### src/rtl/lvds_tx_pkg.sv
// Shared types and line words for the LVDS transmit scheduler.
// The state enum and the fixed control words are used by the scheduler and its arbiter.
package lvds_tx_pkg;

    typedef enum logic [2:0] {
        ST_TRAIN,
        ST_IDLE,
        ST_SOF,
        ST_PAYLOAD,
        ST_EOF
    } tx_state_t;

    localparam logic [7:0] WORD_TRAIN = 8'hA5;
    localparam logic [7:0] WORD_IDLE  = 8'hBC;
    localparam logic [7:0] WORD_SOF   = 8'hFB;
    localparam logic [7:0] WORD_EOF   = 8'hFD;
    localparam logic [7:0] WORD_FILL  = 8'h7C;

endpackage

### src/rtl/lvds_rr_arbiter.sv
// Two-requester round-robin arbiter: combinational choice from a pointer register
// that moves past the owner of a finished frame when advance is strobed.
module lvds_rr_arbiter (
    input  logic       clk,
    input  logic       arst,
    input  logic [1:0] req,
    input  logic       advance,
    input  logic [1:0] owner,
    output logic [1:0] gnt
);

    logic ptr_reg;

    // ptr_reg names the source that is preferred on the next tie
    always_ff @(posedge clk or negedge arst) begin
        if (!arst) begin
            ptr_reg <= 1'b0;
        end else if (advance) begin
            ptr_reg <= owner[0] & ~owner[1];
        end
    end

    always_comb begin
        gnt = 2'b00;
        if (!ptr_reg) begin
            if (req[0])      gnt = 2'b01;
            else if (req[1]) gnt = 2'b10;
        end else begin
            if (req[1])      gnt = 2'b10;
            else if (req[0]) gnt = 2'b01;
        end
    end

endmodule

### src/rtl/lvds_tx_scheduler.sv
// Frames payload bytes from two sources onto one LVDS parallel word stream,
// with link training, round-robin source selection and payload-length truncation.
module lvds_tx_scheduler
    import lvds_tx_pkg::*;
#(
    parameter int TRAIN_CYCLES = 64,
    parameter int MAX_PAYLOAD  = 255
) (
    input  logic       input_clk,
    input  logic       arst,
    input  logic       enable,
    input  logic       retrain,
    input  logic       s0_valid,
    input  logic [7:0] s0_data,
    input  logic       s0_last,
    input  logic       s1_valid,
    input  logic [7:0] s1_data,
    input  logic       s1_last,
    output logic       s0_ready,
    output logic       s1_ready,
    output logic [7:0] tx_data,
    output logic [1:0] grant,
    output logic       trained,
    output logic       err_trunc
);

    localparam int TCW = $clog2(TRAIN_CYCLES + 1);
    localparam logic [TCW-1:0] TRAIN_LAST = TCW'(TRAIN_CYCLES - 1);
    localparam logic [8:0]     PAYLOAD_MAX = 9'(MAX_PAYLOAD);

    tx_state_t      state_reg;
    logic [TCW-1:0] train_cnt_reg;
    logic [7:0]     byte_cnt_reg;
    logic           retrain_pend_reg;

    logic [1:0] arb_gnt;
    logic       hs;
    logic [7:0] sel_data;
    logic       sel_last;
    logic [8:0] byte_cnt_inc;

    assign s0_ready     = (state_reg == ST_PAYLOAD) && grant[0];
    assign s1_ready     = (state_reg == ST_PAYLOAD) && grant[1];
    assign hs           = (s0_valid && s0_ready) || (s1_valid && s1_ready);
    assign sel_data     = grant[1] ? s1_data : s0_data;
    assign sel_last     = grant[1] ? s1_last : s0_last;
    assign byte_cnt_inc = {1'b0, byte_cnt_reg} + 9'd1;

    lvds_rr_arbiter u_arb (
        .clk     (input_clk),
        .arst    (arst),
        .req     ({s1_valid, s0_valid}),
        .advance (state_reg == ST_EOF),
        .owner   (grant),
        .gnt     (arb_gnt)
    );

    always_ff @(posedge input_clk or negedge arst) begin
        if (!arst) begin
            state_reg        <= ST_TRAIN;
            train_cnt_reg    <= '0;
            byte_cnt_reg     <= '0;
            retrain_pend_reg <= 1'b0;
            tx_data          <= 8'h00;
            grant            <= 2'b00;
            trained          <= 1'b0;
            err_trunc        <= 1'b0;
        end else begin
            err_trunc <= 1'b0;
            // Retrain outside IDLE waits so an in-flight frame is never cut
            if (retrain && state_reg != ST_IDLE) begin
                retrain_pend_reg <= 1'b1;
            end
            case (state_reg)
                ST_TRAIN: begin
                    tx_data <= WORD_TRAIN;
                    if (train_cnt_reg == TRAIN_LAST) begin
                        state_reg     <= ST_IDLE;
                        train_cnt_reg <= '0;
                        trained       <= 1'b1;
                    end else begin
                        train_cnt_reg <= train_cnt_reg + 1'b1;
                    end
                end
                ST_IDLE: begin
                    tx_data <= WORD_IDLE;
                    if (retrain || retrain_pend_reg) begin
                        state_reg        <= ST_TRAIN;
                        train_cnt_reg    <= '0;
                        trained          <= 1'b0;
                        retrain_pend_reg <= 1'b0;
                    end else if (enable && (s0_valid || s1_valid)) begin
                        state_reg <= ST_SOF;
                        grant     <= arb_gnt;
                    end
                end
                ST_SOF: begin
                    tx_data      <= WORD_SOF;
                    byte_cnt_reg <= '0;
                    state_reg    <= ST_PAYLOAD;
                end
                ST_PAYLOAD: begin
                    if (hs) begin
                        tx_data      <= sel_data;
                        byte_cnt_reg <= byte_cnt_inc[7:0];
                        if (sel_last) begin
                            state_reg <= ST_EOF;
                        end else if (byte_cnt_inc == PAYLOAD_MAX) begin
                            state_reg <= ST_EOF;
                            err_trunc <= 1'b1;
                        end
                    end else begin
                        tx_data <= WORD_FILL;
                    end
                end
                ST_EOF: begin
                    tx_data   <= WORD_EOF;
                    grant     <= 2'b00;
                    state_reg <= ST_IDLE;
                end
                default: begin
                    state_reg <= ST_TRAIN;
                end
            endcase
        end
    end

endmodule

### config.mk
export PLATFORM = sky130hd
export DESIGN_NAME = lvds_tx_scheduler
export DESIGN_NICKNAME = d
export VERILOG_FILES = /design/src/rtl/lvds_tx_pkg.sv /design/src/rtl/lvds_rr_arbiter.sv /design/src/rtl/lvds_tx_scheduler.sv
export SDC_FILE = /design/constraint.sdc
export NUM_CORES = 1
export LEC_CHECK = 0
export CAP_MARGIN = 20
export CORE_UTILIZATION = 48
export CTS_BUF_LIST = sky130_fd_sc_hd__clkbuf_4 sky130_fd_sc_hd__clkbuf_8
export DETAILED_ROUTE_END_ITERATION = 8
export PLACE_DENSITY = 0.79
export SKIP_LAST_GASP = 1
export SLEW_MARGIN = 20
export SYNTH_ARGS = -nofsm -noshare
export SYNTH_HDL_FRONTEND = slang
export SYNTH_SLANG_ARGS = --single-unit
### constraint.sdc
create_clock -name input_clk -period 1.51 [get_ports input_clk]
set_input_delay 0.302 -clock input_clk [delete_from_list [all_inputs] [get_ports input_clk]]
set_output_delay 0.302 -clock input_clk [all_outputs]
set_load 0.02 [all_outputs]
==> results <==
-- cells in the final DEF (no fill, tap or decap), types with 3 or more instances in the layout --
cell             instances
o21ai_1                  5
clkdlybuf4s50_1         21
dlygate4sd2_1            9
o21ai_0                  8
buf_4                   39
and3_4                   3
dlymetal6s2s_1           3
a211o_1                  3
nor2_1                  10
a21oi_4                  3
clkbuf_8                 6
dfrtp_1                 31
buf_6                    8
nand4_1                  4
mux2i_1                  6
o31ai_1                  3
a22o_1                   6
a21oi_1                 10
o31ai_2                  3
nand2_1                 10
o22ai_1                  3
and3_1                   4
mux2_2                   5
-- worst paths after layout --
| kind | to | slack (ns) | depth (start not counted) |
|---|---|---|---|
| worst min register to register | trained | 0.50 | 2 |
| worst max-delay path | s0_ready | -0.12 | 3 |
| worst max register to register | grant[0] | -0.05 | 4 |
| min in group input_clk | trained | 0.50 | 2 |
| max in group asynchronous | byte_cnt_reg[3] | 0.94 | 2 |
| worst min-delay path | train_cnt_reg[3] | 0.39 | 2 |
-- power breakdown --
group          switching, mW  leakage (nW)  internal (mW)  total (mW)
sequential             0.212         0.406           1.08        1.29
clock                  0.332        0.0510          0.364       0.696
combinational           1.29         0.832           1.27        2.57
total                   1.84          1.29           2.72        4.56
-- area by class of cell --
type / count / area, µm²
repair buffers: 85 / 774
inverters: 3 / 11.3
clock inverters: 2 / 10.0
well taps: 48 / 60.1
fillers: 225 / 742
flip-flops and latches: 32 / 802
multi-input cells: 142 / 1180
clock buffers: 6 / 82.6
-- synth_stat cells, types with 4 or more instances --
library cell,n,area share
a21oi_1,12,0.033
a22o_1,7,0.034
and3_1,6,0.021
dfrtp_1,32,0.44
mux2_2,5,0.031
mux2i_1,7,0.038
nand2_1,12,0.025
nand2b_1,4,0.014
nand3_1,4,0.011
nand4_1,4,0.014
nor2_1,11,0.023
o21ai_0,13,0.036
o31ai_1,6,0.025
-- layer usage --
layer	vias up	GRT usage
met5	-	0
met4	0	0.105
met3	15	0.0562
met2	107	0.472
met1	938	0.368
li1	875	-
-- metrics by stage --
stage / area (µm²) / power [mW] / instances
after CTS: 2740 / 4.24 / 317
final: 2920 / 4.56 / 318
after global routing: 2920 / 4.81 / 318
after global placement: 2530 / 3.40 / 303
after floorplan: 1830 / 2.42 / 185
after detailed placement: 2530 / 3.47 / 303
-- cells by family (layout without fill, tap and decap cells) --
| logic type | Yosys count | after routing |
|---|---|---|
| compound gates | 61 | 61 |
| buf+inv | 11 | 96 |
| flops | 32 | 32 |
| xor+xnor | 2 | 2 |
| simple gates | 62 | 62 |
| fa+ha+maj | 3 | 3 |
| mux | 14 | 14 |
-- what timing repair did --
item	in CTS	in global routing
cloned	0	1
endpoints found under the setup margin	22	32
gates resized for setup	36	45
buffers inserted	6	1
pin swaps	11	8
==> reports/qor.yml <==
synthesis:
  synthCells: 185
  synth_xor_area_frac: 0.00959
  syn_nets: 212
  synth-compound-area-share: 0.225
  ys.flop_type: "dfrtp_1"
  avgSynthCellArea_um2: 9.87
  synth-edff-count: 0
  syn-cell-area_mm2: 0.00183
  ys_types: 53
  synth.area.mux_share: 0.0815
  synthAdderAreaFrac: 0.0205
  yosys_warnings: 0
  synthArstFlopShare: 1.00
  ys_seq_area_frac: 0.438
  synth_top_family_by_area: "compound AO/OA/AOI/OAI gates"
  ys_ff_latch: 32
  yosys.area_share.simple: 0.194
clock_tree:
  cts_hold_buf: 0
  clock_tree.root_cell: "clkbuf_8"
  path_clk_slew_ns: 0.07
  worstSkewPairLatency_ns: 0.29
  htree_levels: 2
  cts_buffers: 5
  cts_tree: "done"
  clkSinkCount: 32
  ctsLongestPathBuffers: 2
die:
  die_x_um: 63.7
  initial_core_util: 0.499
  io_pins: 38
  dieArea_mm2: 0.00406
  dieHeight_um: 63.7
  num_rows: 22
  core_area_mm2: 0.00366
global_route:
  grt_pass1_vias: 1850
  grt_first_pass_wirelength_mm: 8.89
  grt_overflow: 0
  antenna_found_initial: 0
  grt_use_total: 0.286
  grt_max_degree: 33
outcome:
  violations: "negative setup slack"
  status: "finished with violations"
routing:
  drc: 0
  wl_met2_mm: 2.92
  dr_wl_met3_um: 374
  routed.top_layer: "met4"
  vias: 1935
  viasPerCell: 6.08
  drt-initial-drc-count: 160
  wl_mm: 5.82
  wl_met1_mm: 2.39
  wl_per_cell_um: 18.3
  detail_route.first_pass.iterations: 4
  ant_nets: 0
setup_path:
  slowest_delay_ns: 0.39
  cp_top_family: "simple AND/OR/NAND/NOR gates"
  cp-start-kind: "register"
  critPathKind: "register to output port"
  arrival_ns: 1.33
  critical_path_required_ns: 1.21
  critPathSlowestCell: "dfrtp_1"
  path_buf_inv: 1
  cp-end-kind: "output port"
  cp_max_fo: 3
  startpoint: "state_reg[2]"
  cp_cell_sequence: "and2b_2, and3_1, clkbuf_2"
  r2r-start: "state_reg[0]"
sta:
  rsz0062_at_grt: "yes"
  hold_violations: 0
  setup_viol: 7
  fin_hold_ws_ns: 0.385
  worst_pin_slew_ns: 0.302
  report.final.slew_viol_count: 0
  skew_ns: 0.00803
  setup_tns_ns: -0.318
  timing.final.ws_setup_ns: -0.122
  slew-limit-headroom: 0.797
  max_freq_ghz: 0.613
  timing.final.crit_share: 1.08
  final.min_clock_period_ns: 1.63
placed_design:
  dp_hpwl_mm: 3.47
  port_buffers: 37
  place_congestion: 0.874
  pre_cts_slack_ns: -0.319
cells_and_area:
  nets: 296
  n_antenna_cell: 0
  synthToLayoutAreaGrowth_pct: 59.8
  fin_util: 0.797
  drive_above_1_share: 0.389
worst_hold_path:
  min_path_type: "input port to async pin"
flow_run:
  cap_violations: 0
power:
  power_density_mw_per_mm2: 1560
  power.leakage_nw: 1.29
  vdd_drop_max_uv: 1140
Power figures use the tool's default switching activity.
